**src/rtl/mips_pkg.sv**
```systemverilog
// Shared types and constants for the HI/LO multiply/divide controller.
package mips_pkg;

    localparam int MD_DATA_WIDTH = 32;
    localparam int MD_LATENCY    = MD_DATA_WIDTH + 1;

    typedef enum logic [1:0] {
        MD_MULT  = 2'b00,
        MD_MULTU = 2'b01,
        MD_DIV   = 2'b10,
        MD_DIVU  = 2'b11
    } md_op_t;

    typedef enum logic [1:0] {
        MD_IDLE = 2'b00,
        MD_RUN  = 2'b01,
        MD_FIN  = 2'b10
    } md_state_t;

    // Divide ops live in the upper half of the encoding.
    function automatic logic md_is_div(input md_op_t op);
        return op[1];
    endfunction

    // Signed ops have a zero in the low encoding bit.
    function automatic logic md_is_signed(input md_op_t op);
        return ~op[0];
    endfunction

endpackage

```
**src/rtl/muldiv_sequencer_if.sv**
```systemverilog
// Decoder <-> multiply/divide sequencer handshake and result bus.
interface muldiv_sequencer_if
    import mips_pkg::*;
#(
    parameter int DATA_WIDTH = 32
);
    logic                  start;
    md_op_t                op;
    logic [DATA_WIDTH-1:0] operand_a;
    logic [DATA_WIDTH-1:0] operand_b;
    logic                  abort;
    logic                  busy;
    logic                  stall_req;
    logic                  done;
    logic                  hi_write;
    logic                  lo_write;
    logic [DATA_WIDTH-1:0] hi_out;
    logic [DATA_WIDTH-1:0] lo_out;
    logic                  div_zero;

    // Decoder side: issues operations, observes results.
    modport master (
        output start, op, operand_a, operand_b, abort,
        input  busy, stall_req, done, hi_write, lo_write, hi_out, lo_out, div_zero
    );

    // Sequencer side.
    modport slave (
        input  start, op, operand_a, operand_b, abort,
        output busy, stall_req, done, hi_write, lo_write, hi_out, lo_out, div_zero
    );
endinterface

```
**src/rtl/muldiv_step.sv**
```systemverilog
// One iteration of the shared engine: shift-add multiply or restoring divide.
// Multiply: {acc,q} holds partial product / remaining multiplier, shifts right.
// Divide:   {acc,q} holds partial remainder / dividend-then-quotient, shifts left.
module muldiv_step #(
    parameter int DATA_WIDTH = 32
) (
    input  logic                  i_is_div,
    input  logic [DATA_WIDTH-1:0] i_acc,
    input  logic [DATA_WIDTH-1:0] i_q,
    input  logic [DATA_WIDTH-1:0] i_m,
    output logic [DATA_WIDTH-1:0] o_acc,
    output logic [DATA_WIDTH-1:0] o_q
);
    logic [DATA_WIDTH:0] w_addend;
    logic [DATA_WIDTH:0] w_sum;
    logic [DATA_WIDTH:0] w_shift;
    logic [DATA_WIDTH:0] w_diff;

    // Partial remainder is always below the divisor, so the shifted value
    // fits in DATA_WIDTH+1 bits and the diff MSB is a clean borrow flag.
    assign w_addend = i_q[0] ? {1'b0, i_m} : {(DATA_WIDTH+1){1'b0}};
    assign w_sum    = {1'b0, i_acc} + w_addend;
    assign w_shift  = {i_acc, i_q[DATA_WIDTH-1]};
    assign w_diff   = w_shift - {1'b0, i_m};

    // Select the multiply or divide iteration result.
    always_comb begin
        o_acc = i_acc;
        o_q   = i_q;
        if (i_is_div) begin
            if (!w_diff[DATA_WIDTH]) begin
                o_acc = w_diff[DATA_WIDTH-1:0];
                o_q   = {i_q[DATA_WIDTH-2:0], 1'b1};
            end else begin
                o_acc = w_shift[DATA_WIDTH-1:0];
                o_q   = {i_q[DATA_WIDTH-2:0], 1'b0};
            end
        end else begin
            o_acc = w_sum[DATA_WIDTH:1];
            o_q   = {w_sum[0], i_q[DATA_WIDTH-1:1]};
        end
    end
endmodule

```
**src/rtl/muldiv_sequencer.sv**
```systemverilog
// Multi-cycle HI/LO multiply/divide controller: sequences the shared
// iterative engine, holds the pipeline while busy, strobes HI/LO writes.
module muldiv_sequencer
    import mips_pkg::*;
#(
    parameter int DATA_WIDTH = 32,
    parameter int CNT_WIDTH  = $clog2(DATA_WIDTH)
) (
    input  logic         clk,
    input  logic         rst_n,
    muldiv_sequencer_if.slave md
);
    md_state_t               r_state;
    md_op_t                  r_op;
    logic [CNT_WIDTH-1:0]    r_cnt;
    logic [DATA_WIDTH-1:0]   r_acc;
    logic [DATA_WIDTH-1:0]   r_q;
    logic [DATA_WIDTH-1:0]   r_m;
    logic [DATA_WIDTH-1:0]   r_raw_a;
    logic                    r_neg_q;
    logic                    r_neg_r;
    logic                    r_div0;
    logic                    r_busy;
    logic                    r_done;
    logic                    r_div_zero;
    logic [DATA_WIDTH-1:0]   r_hi;
    logic [DATA_WIDTH-1:0]   r_lo;

    logic                    w_start_div;
    logic                    w_a_neg;
    logic                    w_b_neg;
    logic [DATA_WIDTH-1:0]   w_abs_a;
    logic [DATA_WIDTH-1:0]   w_abs_b;
    logic [DATA_WIDTH-1:0]   w_acc_nxt;
    logic [DATA_WIDTH-1:0]   w_q_nxt;
    logic [2*DATA_WIDTH-1:0] w_prod;
    logic [2*DATA_WIDTH-1:0] w_prod_fix;
    logic [DATA_WIDTH-1:0]   w_quo_fix;
    logic [DATA_WIDTH-1:0]   w_rem_fix;

    // Two's-complement negate when the flag is set.
    function automatic logic [DATA_WIDTH-1:0] neg_if(input logic [DATA_WIDTH-1:0] v,
                                                      input logic                  neg);
        return neg ? ({DATA_WIDTH{1'b0}} - v) : v;
    endfunction

    // Magnitudes are taken as unsigned, so |0x80000000| is exactly 2^31.
    assign w_start_div = md_is_div(md.op);
    assign w_a_neg     = md_is_signed(md.op) & md.operand_a[DATA_WIDTH-1];
    assign w_b_neg     = md_is_signed(md.op) & md.operand_b[DATA_WIDTH-1];
    assign w_abs_a     = neg_if(md.operand_a, w_a_neg);
    assign w_abs_b     = neg_if(md.operand_b, w_b_neg);

    muldiv_step #(.DATA_WIDTH(DATA_WIDTH)) u_step (
        .i_is_div (md_is_div(r_op)),
        .i_acc    (r_acc),
        .i_q      (r_q),
        .i_m      (r_m),
        .o_acc    (w_acc_nxt),
        .o_q      (w_q_nxt)
    );

    // Sign correction applied to the final iteration's output.
    assign w_prod     = {w_acc_nxt, w_q_nxt};
    assign w_prod_fix = r_neg_q ? ({(2*DATA_WIDTH){1'b0}} - w_prod) : w_prod;
    assign w_quo_fix  = neg_if(w_q_nxt, r_neg_q);
    assign w_rem_fix  = neg_if(w_acc_nxt, r_neg_r);

    // Controller FSM, iteration counter and registered result outputs.
    // Results are registered on the last RUN edge so done lines up with FIN.
    always_ff @(posedge clk or negedge rst_n) begin
        if (!rst_n) begin
            r_state    <= MD_IDLE;
            r_op       <= MD_MULT;
            r_cnt      <= {CNT_WIDTH{1'b0}};
            r_acc      <= {DATA_WIDTH{1'b0}};
            r_q        <= {DATA_WIDTH{1'b0}};
            r_m        <= {DATA_WIDTH{1'b0}};
            r_raw_a    <= {DATA_WIDTH{1'b0}};
            r_neg_q    <= 1'b0;
            r_neg_r    <= 1'b0;
            r_div0     <= 1'b0;
            r_busy     <= 1'b0;
            r_done     <= 1'b0;
            r_div_zero <= 1'b0;
            r_hi       <= {DATA_WIDTH{1'b0}};
            r_lo       <= {DATA_WIDTH{1'b0}};
        end else begin
            r_done     <= 1'b0;
            r_div_zero <= 1'b0;
            case (r_state)
                MD_IDLE: begin
                    if (md.start && !md.abort) begin
                        r_op    <= md.op;
                        r_acc   <= {DATA_WIDTH{1'b0}};
                        r_q     <= w_start_div ? w_abs_a : w_abs_b;
                        r_m     <= w_start_div ? w_abs_b : w_abs_a;
                        r_raw_a <= md.operand_a;
                        r_neg_q <= w_a_neg ^ w_b_neg;
                        r_neg_r <= w_a_neg;
                        r_div0  <= w_start_div & (md.operand_b == {DATA_WIDTH{1'b0}});
                        r_cnt   <= CNT_WIDTH'(DATA_WIDTH - 1);
                        r_busy  <= 1'b1;
                        r_state <= MD_RUN;
                    end
                end
                MD_RUN: begin
                    if (md.abort) begin
                        r_busy  <= 1'b0;
                        r_state <= MD_IDLE;
                    end else begin
                        r_acc <= w_acc_nxt;
                        r_q   <= w_q_nxt;
                        if (r_cnt == {CNT_WIDTH{1'b0}}) begin
                            if (r_div0) begin
                                r_hi <= r_raw_a;
                                r_lo <= {DATA_WIDTH{1'b1}};
                            end else if (md_is_div(r_op)) begin
                                r_hi <= w_rem_fix;
                                r_lo <= w_quo_fix;
                            end else begin
                                r_hi <= w_prod_fix[2*DATA_WIDTH-1:DATA_WIDTH];
                                r_lo <= w_prod_fix[DATA_WIDTH-1:0];
                            end
                            r_done     <= 1'b1;
                            r_div_zero <= r_div0;
                            r_state    <= MD_FIN;
                        end else begin
                            r_cnt <= r_cnt - {{(CNT_WIDTH-1){1'b0}}, 1'b1};
                        end
                    end
                end
                MD_FIN: begin
                    r_busy  <= 1'b0;
                    r_state <= MD_IDLE;
                end
                default: begin
                    r_busy  <= 1'b0;
                    r_state <= MD_IDLE;
                end
            endcase
        end
    end

    assign md.busy      = r_busy;
    assign md.done      = r_done;
    assign md.hi_write  = r_done;
    assign md.lo_write  = r_done;
    assign md.hi_out    = r_hi;
    assign md.lo_out    = r_lo;
    assign md.div_zero  = r_div_zero;
    assign md.stall_req = (md.start && (r_state == MD_IDLE)) || r_busy;
endmodule

```
**src/flat_wrapper.sv**
```systemverilog
// flat-port wrapper written by rule: the top's interface ports become plain ports
module muldiv_sequencer_flat import mips_pkg::*;
#(
    parameter int DATA_WIDTH = 32,
    parameter int CNT_WIDTH  = $clog2(DATA_WIDTH)
)
  (clk, rst_n, md_start, md_op, md_operand_a, md_operand_b, md_abort, md_busy, md_stall_req, md_done, md_hi_write, md_lo_write, md_hi_out, md_lo_out, md_div_zero);
  muldiv_sequencer_if #(.DATA_WIDTH(DATA_WIDTH)) md_i ();
  input  logic clk;
  input  logic rst_n;
  input wire logic [$bits(md_i.start)-1:0] md_start;
  input wire logic [$bits(md_i.op)-1:0] md_op;
  input wire logic [$bits(md_i.operand_a)-1:0] md_operand_a;
  input wire logic [$bits(md_i.operand_b)-1:0] md_operand_b;
  input wire logic [$bits(md_i.abort)-1:0] md_abort;
  output wire logic [$bits(md_i.busy)-1:0] md_busy;
  output wire logic [$bits(md_i.stall_req)-1:0] md_stall_req;
  output wire logic [$bits(md_i.done)-1:0] md_done;
  output wire logic [$bits(md_i.hi_write)-1:0] md_hi_write;
  output wire logic [$bits(md_i.lo_write)-1:0] md_lo_write;
  output wire logic [$bits(md_i.hi_out)-1:0] md_hi_out;
  output wire logic [$bits(md_i.lo_out)-1:0] md_lo_out;
  output wire logic [$bits(md_i.div_zero)-1:0] md_div_zero;
  assign md_i.start = md_start;
  assign md_i.op = md_op;
  assign md_i.operand_a = md_operand_a;
  assign md_i.operand_b = md_operand_b;
  assign md_i.abort = md_abort;
  assign md_busy = md_i.busy;
  assign md_stall_req = md_i.stall_req;
  assign md_done = md_i.done;
  assign md_hi_write = md_i.hi_write;
  assign md_lo_write = md_i.lo_write;
  assign md_hi_out = md_i.hi_out;
  assign md_lo_out = md_i.lo_out;
  assign md_div_zero = md_i.div_zero;
  muldiv_sequencer #(.DATA_WIDTH(DATA_WIDTH), .CNT_WIDTH(CNT_WIDTH)) u_core (.clk(clk), .rst_n(rst_n), .md(md_i));
endmodule
```
**config.mk**
```make
export PLATFORM = sky130hd
export DESIGN_NAME = muldiv_sequencer_flat
export DESIGN_NICKNAME = d
export VERILOG_FILES = /design/src/rtl/mips_pkg.sv /design/src/rtl/muldiv_sequencer_if.sv /design/src/rtl/muldiv_step.sv /design/src/rtl/muldiv_sequencer.sv /design/src/flat_wrapper.sv
export SDC_FILE = /design/constraint.sdc
export NUM_CORES = 1
export LEC_CHECK = 0
export ABC_CLOCK_PERIOD_IN_PS = 12230
export BUFFER_PORTS_ARGS = -buffer_cell sky130_fd_sc_hd__buf_4
export CAP_MARGIN = 40
export CORE_AREA = 4 4 210 212
export DETAILED_ROUTE_END_ITERATION = 6
export DIE_AREA = 0 0 214 216
export PLACE_DENSITY = 0.6
export SLEW_MARGIN = 20
export SYNTH_ARGS = -nofsm -noshare
export SYNTH_HDL_FRONTEND = slang
export SYNTH_SLANG_ARGS = --single-unit
export TNS_END_PERCENT = 50
```
**constraint.sdc**
```tcl
create_clock -name clk -period 12.23 [get_ports clk]
set_clock_uncertainty 0.1 [all_clocks]
set_input_delay 0 -clock clk [delete_from_list [all_inputs] [get_ports clk]]
set_output_delay 0 -clock clk [all_outputs]
set_load 0.1 [all_outputs]
```
* Word-level counts from Yosys, hierarchy flattened
Cells that the tools add are included.
** Word-level totals
- Latch bits :: 0
- Register bits after elaboration :: 207
- Memories :: 0
- Logic and storage cells :: 88
- ROM bits :: 0
- RAM bits :: 0
** Operators by class
- Multipliers :: 0
- Shift operators :: 0
- Divide/modulo/power cells :: 0
- Bitwise gates (word level) :: 6
- Equal/unequal tests :: 6
- $add $sub $neg :: 8
- Multiplexer cells :: 39
- Reduce and logical (&&, ||, !) cells :: 14
- Magnitude comparators :: 0
** Operators by type and width (number)
- 32-bit two-way mux :: 18
- 32-bit one-hot mux with 2 select lines :: 2
- 1-bit by 32-bit subtractor with 32-bit output (first input constant) :: 4
- 64-bit two-way mux :: 1
- 1-bit by 64-bit subtractor with 64-bit output (first input constant) :: 1
- 32-bit by 33-bit adder with 33-bit output :: 1
- 33-bit by 32-bit subtractor with 33-bit output :: 1
- 32-bit zero test :: 1
- 5-bit two-way mux :: 3
- 5-bit one-hot mux with 2 select lines :: 1
- 1-bit two-way mux :: 9
- 2-bit two-way mux :: 3
- 2-bit != test (second input constant) :: 3
- 2-bit AND reduction :: 3
- 3-bit AND reduction :: 2
- 5-bit zero test :: 1
- 5-bit by 1-bit subtractor with 5-bit output (second input constant) :: 1
- 2-bit one-hot mux with 2 select lines :: 1
- 4-bit AND reduction :: 1
- 1-bit bitwise AND :: 3
- 3-bit by 2-bit != test with 1-bit output (second input constant) :: 1
- 2-bit by 1-bit equality test with 1-bit output (second input constant) :: 1
- 1-bit logical AND :: 2
- 2-bit zero test :: 1
- 7 further kinds :: 8

* Logic depth before layout (Yosys ltp)
Gate-level depths: netlist (run 1).
- Depth after elaboration :: 7
- Depth in mapped cells :: 25

* By module
From an unflattened synthesis (run 1), not the netlist that was laid out.
** Second synthesis, totals
- Cells, all modules :: 2037
- Area total of the unflattened synthesis :: 16470.8 um2
** By module, submodules not included
- muldiv_sequencer :: area each 11703.7 um2, times used 1, cells an instance 1343, sequential area each 5154.9 um2
- muldiv_step :: area each 4767.1 um2, times used 1, cells an instance 694, sequential area each 0.0 um2

* Least setup slack after synthesis (run 1)
Ideal clock, no wire load.
- Path type :: register to register
- Start point :: register u_core.r_m[0]
- End point :: register u_core.r_hi[26] (netlist: u_core.md.hi_out[26])
- Data arrival time :: 5.478 ns
- Setup slack :: 6.575 ns
- Library setup time :: 0.076 ns
- Period minus slack after synthesis :: 5.655 ns
- Required time :: 12.054 ns
- Path buffers :: 2
- Stages on the path, launching flop included :: 24
- Path through :: dfrtp_1 -> ha_1 -> fa_1 -> nor2b_1 -> o2111ai_1 -> a211o_1 -> a31oi_2 -> a211oi_4 -> buf_6 -> clkbuf_1 -> nand2_1 -> a21boi_0 -> ha_1 -> o211ai_1 -> or4_1 -> or4_1 -> o21ai_0 -> a21oi_1 -> and3b_1 -> nand4_1 -> o31ai_1 -> xnor2_1 -> nor2_1 -> o21ai_1
** Between the ends
- Word-level cells in the longest chain between the ends :: 7
- Elaborated cells on any way between the ends :: 13
- Classes of those cells :: add/sub: 4; mux: 9
** Ends and longest elaborated chain
- start: declaration :: line muldiv_sequencer.sv:18 : logic [DATA_WIDTH-1:0] r_m;
- start signal: assignment :: line muldiv_sequencer.sv:78 : r_m <= {DATA_WIDTH{1'b0}};
- start signal: assignment :: line muldiv_sequencer.sv:97 : r_m <= w_start_div ? w_abs_b : w_abs_a;
- 33-bit by 32-bit subtractor with 33-bit output / 32-bit two-way mux (equally long branches) :: line muldiv_step.sv:24, muldiv_step.sv:21
- 1-bit two-way mux, or another cell as far along :: line muldiv_step.sv:31 : if (!w_diff[DATA_WIDTH]) begin
- 32-bit two-way mux :: line muldiv_step.sv:30 : if (i_is_div) begin
- 1-bit by 64-bit subtractor with 64-bit output / 1-bit by 32-bit subtractor with 32-bit output (equally long branches) :: line muldiv_sequencer.sv:65, muldiv_sequencer.sv:44
- 64-bit two-way mux / 32-bit two-way mux (equally long branches) :: line muldiv_sequencer.sv:65, muldiv_sequencer.sv:44
- 32-bit two-way mux (*) :: line muldiv_sequencer.sv:118 : end else if (md_is_div(r_op)) begin
- 32-bit two-way mux (*) :: line muldiv_sequencer.sv:115 : if (r_div0) begin
- end signal: assignment :: line muldiv_sequencer.sv:116 : r_hi <= r_raw_a;
- end signal: assignment :: line muldiv_sequencer.sv:119 : r_hi <= w_rem_fix;
- end signal: assignment :: line muldiv_sequencer.sv:122 : r_hi <= w_prod_fix[2*DATA_WIDTH-1:DATA_WIDTH];
- end: declaration :: line muldiv_sequencer.sv:26 : logic [DATA_WIDTH-1:0] r_hi;
Every way passes the cells marked *; elsewhere a longest branch is shown, timed or not.
A chain may end at the register's enable or synchronous reset.

* Worst setup path after layout (run 1)
- Start point :: register u_core.r_q[31]
- End point :: register u_core.r_hi[26] (netlist: u_core.md.hi_out[26])
** Between the ends
- Word-level cells in the longest chain between the ends :: 7
- Elaborated cells on any way between the ends :: 11
- Classes of those cells :: add/sub: 3; mux: 8
** Ends and longest elaborated chain
- start: declaration :: line muldiv_sequencer.sv:17 : logic [DATA_WIDTH-1:0] r_q;
- start signal: assignment :: line muldiv_sequencer.sv:77 : r_q <= {DATA_WIDTH{1'b0}};
- start signal: assignment :: line muldiv_sequencer.sv:96 : r_q <= w_start_div ? w_abs_a : w_abs_b;
- start signal: assignment :: line muldiv_sequencer.sv:113 : r_q <= w_q_nxt;
- 33-bit by 32-bit subtractor with 33-bit output :: line muldiv_step.sv:24 : assign w_diff = w_shift - {1'b0, i_m};
- 1-bit two-way mux / 32-bit two-way mux (equally long branches) :: line muldiv_step.sv:31
- 32-bit two-way mux :: line muldiv_step.sv:30
- 1-bit by 64-bit subtractor with 64-bit output / 1-bit by 32-bit subtractor with 32-bit output (equally long branches) :: line muldiv_sequencer.sv:65, muldiv_sequencer.sv:44
- 64-bit two-way mux / 32-bit two-way mux (equally long branches) :: line muldiv_sequencer.sv:65, muldiv_sequencer.sv:44
- 32-bit two-way mux (*) :: line muldiv_sequencer.sv:118
- 32-bit two-way mux (*) :: line muldiv_sequencer.sv:115
Marked as above.

==> summary.txt, run 1 <==
Layout
  – Area Growth Syn to Fin: 19.3%
  – Commonest non-fill, non-tap cells in the layout: nand2_1 (334), dfrtp_1 (205), a21oi_1 (198)
  – Most common cell after layout, fill and taps aside: nand2_1
  – Fin nets: 2445
  – Fill cells: 4125
  – Layout cells sized above 1: 0.113

Worst hold path
  – Hold Path Origin: md_operand_b[20]
  – HP Class: in -> reg

Yosys
  – Number of synthesized flops with an enable pin: 0
  – Post-synth top flop: dfrtp_1
  – Synth Instances: 2142
  – FF+latch count, synth: 206
  – Synth unique cells: 91
  – Syn_nets: 2284
  – Part of the Yosys area used for sequential elements: 0.309
  – Fraction of registers with async set/reset: 1.00
  – Synthesis Warnings: 0
  – Mean Syn Cell Area: 7.80 µm²
  – Mapped Area: 16700 µm²

STA
  – RSZ-0062 raised after global routing: no
  – Hold Violations, Final: 0
  – Final Critical Period: 6.50 ns
  – Rel. slew slack: 0.401
  – Final WS setup: 5.73 ns
  – Setup tns final: 0 ns
  – Worst slew pin tran: 0.887 ns
  – Max Freq: 154 MHz
  – Fin. max-slew vios: 0
  – Final critical-path share of the clock period: 0.531
  – Final setup violation count: 0

GRT
  – GRT Total Usage: 0.269
  – Initial antenna violation count: 5
  – First-pass GRT wire length: 99000 µm
  – Largest net degree at the start of global routing: 100
  – GR Overflow Total: 0
  – Vias in the first global route: 16600

Place
  – RD Place Congestion: 0.941
  – HPWL after DPL: 48400 µm
  – Number of buffers added on ports: 139
  – Place WS: 5.95 ns

Drt
  – Drc violations: 0
  – Wire per inst: 22.5 µm
  – DR iter-0 viols: 1639
  – Vias after detailed routing: 16900
  – Drt pass-1 iters: 5
  – Remaining antenna violation count: 0
  – Vias/cell: 5.91
  – Routed WL: 64200 µm

Clocking
  – Root buf cell: clkbuf_16
  – Clock tree buffer depth: 3
  – Clk Latency, worst-skew pair: 0.56 ns
  – CTS tree: built
  – CTS H-tree lvls: 1
  – Post-cts sizing count: 0
  – Clock Pin Slew Worst Setup and Hold Paths: 0.07 ns
  – Sink Count: 206
  – Inserted Clock Buffers: 25

Critical path
  – Kind of critical path: reg -> reg
  – Reg2Reg Capture Point: u_core.md.hi_out[26]$_DFFE_PN0P_
  – Critical Path Sink Type: flop
  – Critical path arrival: 6.88 ns
  – Critical Path RT: 12.62 ns
  – Worst reg2reg path startpoint: u_core.r_q[31]$_DFFE_PN0P_
  – Crit path capture: u_core.md.hi_out[26]$_DFFE_PN0P_
  – Worst setup SP type: flop
  – Maximum fanout along the worst path: 6
  – R2r setup slk: 5.73 ns
  – CP Launch Point: u_core.r_q[31]$_DFFE_PN0P_
  – Worst R2R Path Depth: 22

Pwr
  – Max IR drop VDD: 0.198 mV
  – Leakage power: 8.89 nW
  – Power Dens Cells: 230 nW/µm²

Die
  – Io pins: 140
  – Starting Density: 0.398
  – Die ar.: 46200 µm²
  – Die Ht: 216 µm
  – Core area: 41900 µm²
  – Row count: 75
  – Die width: 214 µm

Run
  – Max-cap violation count: 0

Outcome
  – Status: complete, no violations
[logic make-up after synthesis]
group	after synthesis	synth area share
adder cells (fa/ha/maj)	72	0.0548
multiplexers	50	0.0306
AO/OA/AOI/OAI	662	0.252
buffers and inverters	202	0.0488
XOR/XNOR	165	0.0865
flip-flops	206	0.309
AND/OR/NAND/NOR	785	0.219
[layout make-up]
class,count,area [µm²],area share
Clock buffer,34,709,0.0356
Multi-Input combinational cell,1734,10800,0.540
Timing Repair Buffer,256,2230,0.112
Clock inverter,10,96.3,0.00484
Sequential cell,206,5160,0.259
Inverter,80,300,0.0151
Tap cell,539,674,0.0339
Antenna cell,1,2.50,0.000126
[metrics by stage]
step | total power [mW] | hold WS, ns | cell area (µm²) | utilization | instances
floorplan | 2.94 | -0.396 | 16700 | - | 2142
global placement | 3.74 | 0.0390 | 18100 | 0.433 | 2726
detailed placement | 3.74 | 0.0343 | 18200 | 0.434 | 2730
CTS | 4.54 | 0.00394 | 19800 | 0.473 | 2855
global route | 4.89 | 0.117 | 19900 | 0.475 | 2859
finish | 4.58 | 0.0366 | 19900 | 0.475 | 2860
[where the power goes]
group	total [mW]	internal [mW]	switching [mW]
Combinational	2.84	1.01	1.84
Clock	0.755	0.429	0.326
Sequential	0.985	0.819	0.167
[how the worst min path moves through the flow]
stage | slack (ns) | depth (start not counted) | endpoint
floorplan | -0.40 | 0 | u_core.md.busy$_DFFE_PN0P_
global placement | 0.04 | 1 | u_core.r_cnt[1]$_DFFE_PN0P_
detailed placement | 0.03 | 1 | u_core.r_cnt[2]$_DFFE_PN0P_
CTS | 0.004 | 2 | u_core.r_cnt[2]$_DFFE_PN0P_
global route | 0.12 | 5 | u_core.r_q[20]$_DFFE_PN0P_
finish | 0.04 | 5 | u_core.r_q[20]$_DFFE_PN0P_
[worst max-delay path: stages (launching register included)]
cell and delay, ns:
dfrtp_1 0.37, inv_1 0.08, ha_1 0.20, fa_1 0.43, nor2b_1 0.17, o2111ai_1 0.21, a211o_1 0.43, a31oi_2 0.39
a211oi_4 0.09, nand2_1 0.13, a21boi_0 0.40, ha_1 0.27, o211ai_1 0.17, or4_1 0.47, or4_1 0.69, o21ai_0 0.56
a21oi_1 0.18, and3b_1 0.24, nand4_1 0.16, o31ai_1 0.30, xnor2_1 0.17, nor2_1 0.06, o21ai_1 0.13
[registers in the layout, indices dropped and copies added (netlist names)]
signal              flops
u_core.r_neg_r          1
u_core.r_m             32
u_core.r_op             1
u_core.md.div_zero      1
u_core.r_cnt            5
u_core.md.hi_out       32
u_core.md.lo_out       32
u_core.r_acc           32
u_core.r_neg_q          1
u_core.r_raw_a         32
u_core.md.busy          1
u_core.r_q             32
u_core.r_div0           1
u_core.r_state          2
u_core.md.done          1
[cells in the mapped netlist (22+ instances only)]
library cell / instances / area (µm²)
o31ai_1: 24 / 180
dfrtp_1: 206 / 5150
nand2_1: 334 / 1250
inv_1: 77 / 289
o221ai_1: 26 / 228
a21oi_1: 198 / 991
a31oi_1: 33 / 206
and2_1: 42 / 263
nor2_1: 187 / 702
o21ai_0: 188 / 941
a21o_1: 22 / 165
or3_1: 22 / 138
nor3_1: 34 / 170
o211ai_1: 27 / 203
xnor2_1: 98 / 858
nand3_1: 33 / 165
clkbuf_1: 94 / 353
xor2_1: 67 / 587
mux2i_1: 42 / 420
ha_1: 70 / 876
[metal layers]
layer / track usage / vias up / share of wire
met5: 0 / - / 0.00022
met4: 0.115 / 2 / 0.048
met3: 0.0482 / 121 / 0.078
met2: 0.426 / 686 / 0.45
met1: 0.365 / 8124 / 0.43
li1: - / 7976 / -
[what timing repair did]
item | 4_1_cts | 5_1_grt
setup endpoints to repair | 0 | 0
hold buffers | 81 | 1
setup buffers | 0 | 0
hold endpoints to repair | 182 | 41
Note: power is estimated with default switching activity, not from simulation.
==> run 2, diff against run 1 <==
--- a/config.mk
+++ b/config.mk
@@ -5,13 +5,13 @@
 export SDC_FILE = /design/constraint.sdc
 export NUM_CORES = 1
 export LEC_CHECK = 0
-export ABC_CLOCK_PERIOD_IN_PS = 12230
+export ABC_CLOCK_PERIOD_IN_PS = 5480
 export BUFFER_PORTS_ARGS = -buffer_cell sky130_fd_sc_hd__buf_4
 export CAP_MARGIN = 40
 export CORE_AREA = 4 4 210 212
 export DETAILED_ROUTE_END_ITERATION = 6
 export DIE_AREA = 0 0 214 216
-export PLACE_DENSITY = 0.6
+export PLACE_DENSITY = 0.62
 export SLEW_MARGIN = 20
 export SYNTH_ARGS = -nofsm -noshare
 export SYNTH_HDL_FRONTEND = slang
==> constraint.sdc (replaced) <==
create_clock -name clk -period 5.48 [get_ports clk]
set_clock_uncertainty 0.1 [all_clocks]
set_input_delay 0 -clock clk [delete_from_list [all_inputs] [get_ports clk]]
set_output_delay 0 -clock clk [all_outputs]
set_load 0.1 [all_outputs]
==> summary.txt, run 2 (synthesis results as in run 1) <==
STA
  – Final critical-path share of the clock period: 0.960 (was 0.531)
  – Worst slew pin tran: 0.876 ns (was 0.887 ns)
  – Final setup violation count: 0 (unchanged)
  – Final Critical Period: 5.26 ns (was 6.50 ns)
  – Worst hold slack: 0.127 ns (was 0.0366 ns)
  – RSZ-0062 raised after global routing: no (unchanged)
  – Max Freq: 190 MHz (was 154 MHz)
  – Hold Violations, Final: 0 (unchanged)
  – Fin. max-slew vios: 0 (unchanged)
  – Final WS setup: 0.221 ns (was 5.73 ns)
  – Rel. slew slack: 0.416 (was 0.401)
  – Setup tns final: 0 ns (unchanged)

Layout
  – Fin nets: 2555 (was 2445)
  – Area Growth Syn to Fin: 24.8% (was 19.3%)
  – Reg area: 5160 µm² (unchanged)
  – Most common cell after layout, fill and taps aside: nand2_1 (unchanged)
  – Finished Core Util: 0.497 (was 0.475)
  – Multi-input logic area: 10800 µm² (about the same)
  – Commonest non-fill, non-tap cells in the layout: nand2_1 (334), buf_4 (280), dfrtp_1 (205) (was nand2_1 (334), dfrtp_1 (205), a21oi_1 (198))
  – Layout cells sized above 1: 0.157 (was 0.113)
  – # diodes: 0 (was 1)
  – Fill cells: 4034 (was 4125)

GRT
  – GRT Total Usage: 0.277 (was 0.269)
  – Largest net degree at the start of global routing: 83 (was 100)
  – Initial antenna violation count: 1 (was 5)
  – Vias in the first global route: 17200 (was 16600)
  – First-pass GRT wire length: 101000 µm (was 99000 µm)
  – GR Overflow Total: 0 (unchanged)

Die
  – Row count: 75 (unchanged)
  – Core area: 41900 µm² (unchanged)
  – Die Ht: 216 µm (unchanged)
  – Die width: 214 µm (unchanged)
  – Io pins: 140 (unchanged)
  – Die ar.: 46200 µm² (unchanged)
  – Starting Density: 0.398 (unchanged)

Drt
  – Routed WL: 66400 µm (was 64200 µm)
  – Remaining antenna violation count: 0 (unchanged)
  – Wire per inst: 22.4 µm (was 22.5 µm)
  – Vias after detailed routing: 17500 (was 16900)
  – Drt pass-1 iters: 6 (was 5)
  – Drc violations: 0 (unchanged)
  – Vias/cell: 5.90 (was 5.91)
  – DR iter-0 viols: 1629 (was 1639)

Clocking
  – Clock tree buffer depth: 3 (unchanged)
  – Clock Pin Slew Worst Setup and Hold Paths: 0.06 ns (was 0.07 ns)
  – CTS tree: built (unchanged)
  – Inserted Clock Buffers: 26 (was 25)
  – Sink Count: 206 (unchanged)
  – CTS H-tree lvls: 1 (unchanged)
  – Root buf cell: clkbuf_16 (unchanged)
  – Clk Latency, worst-skew pair: 0.55 ns (was 0.56 ns)

Critical path
  – Critical path arrival: 5.62 ns (was 6.88 ns)
  – Maximum fanout along the worst path: 6 (unchanged)
  – Worst setup SP type: flop (unchanged)
  – Worst R2R Path Depth: 21 (was 22)
  – Critical Path Sink Type: flop (unchanged)
  – Kind of critical path: reg -> reg (unchanged)
  – Critical Path RT: 5.84 ns (was 12.62 ns)

Worst hold path
  – WHS Path Cells: 4 (was 5)
  – HP Class: in -> reg (unchanged)

Pwr
  – Power Dens Cells: 537 nW/µm² (was 230 nW/µm²)
  – Max IR drop VDD: 0.214 mV (was 0.198 mV)
  – Leakage power: 9.45 nW (was 8.89 nW)

Place
  – Number of buffers added on ports: 139 (unchanged)
  – Place WS: 0.0217 ns (was 5.95 ns)
  – HPWL after DPL: 50700 µm (was 48400 µm)
  – RD Place Congestion: 1.01 (was 0.941)

Run
  – Max-cap violation count: 0 (unchanged)

Outcome
  – Status: complete, no violations (unchanged)
-- run 2: final cells by class --
cell class,instances,share of cell area
multi-input combinational,1734,0.518
sequential,206,0.247
timing repair buffer,365,0.145
clock buffer,36,0.0359
tap,539,0.0323
inverter,80,0.0144
clock inverter,8,0.00702
-- run 2: final timing paths --
check	startpoint	endpoint	slack, ns
worst max-delay path	u_core.r_m[0]$_DFFE_PN0P_	u_core.md.hi_out[26]$_DFFE_PN0P_	0.22
worst min-delay path	md_operand_a[25]	u_core.r_raw_a[25]$_DFFE_PN0P_	0.13
worst max register to register	u_core.r_m[0]$_DFFE_PN0P_	u_core.md.hi_out[26]$_DFFE_PN0P_	0.22
worst min register to register	u_core.r_raw_a[9]$_DFFE_PN0P_	u_core.r_raw_a[9]$_DFFE_PN0P_	0.37
max in group asynchronous	rst_n	u_core.r_m[19]$_DFFE_PN0P_	4.07
min in group asynchronous	rst_n	u_core.r_raw_a[23]$_DFFE_PN0P_	0.41
-- run 2: timing repair --
action / CTS / global route
gates resized for setup: 1 / 7
pin swaps: 0 / 3
endpoints found under the hold margin: 169 / 0
hold buffers: 79 / 0
endpoints found under the setup margin: 1 / 9
setup buffers: 0 / 2
-- run 2: routing by layer --
layer,GRT usage,up-vias,routed length (µm)
li1,-,8181,-
met1,0.365,8385,27800
met2,0.451,803,29900
met3,0.0519,148,5550
met4,0.110,0,3160
met5,0,-,0
-- run 2: power by group --
group / internal, mW / switching, mW / leakage, nW
registers: 1.83 / 0.370 / 2.67
clock network: 1.13 / 0.686 / 0.436
logic: 2.83 / 4.36 / 6.34
-- run 2: per-stage QoR --
step / area, µm² / power (mW) / instances
2_1_floorplan: 16700 / 6.57 / 2142
3_3_place_gp: 19000 / 9.13 / 2838
3_5_place_dp: 19000 / 9.16 / 2841
4_1_cts: 20700 / 11.1 / 2964
5_1_grt: 20800 / 11.9 / 2968
6_report: 20800 / 11.2 / 2968
-- run 2: worst max-delay path: stages, from the launching register on --
cell	delay, ns
dfrtp_1	0.39
ha_1	0.23
fa_1	0.41
nor2b_2	0.16
o2111ai_2	0.17
a211o_1	0.35
a31oi_4	0.23
a211oi_4	0.08
nand2_1	0.12
a21boi_2	0.21
ha_1	0.21
o211ai_1	0.13
or4_1	0.44
or4_4	0.59
o21ai_2	0.17
a21oi_1	0.11
and3b_1	0.23
nand4_1	0.19
o31ai_2	0.30
xnor2_1	0.15
nor2_1	0.05
o21ai_1	0.14
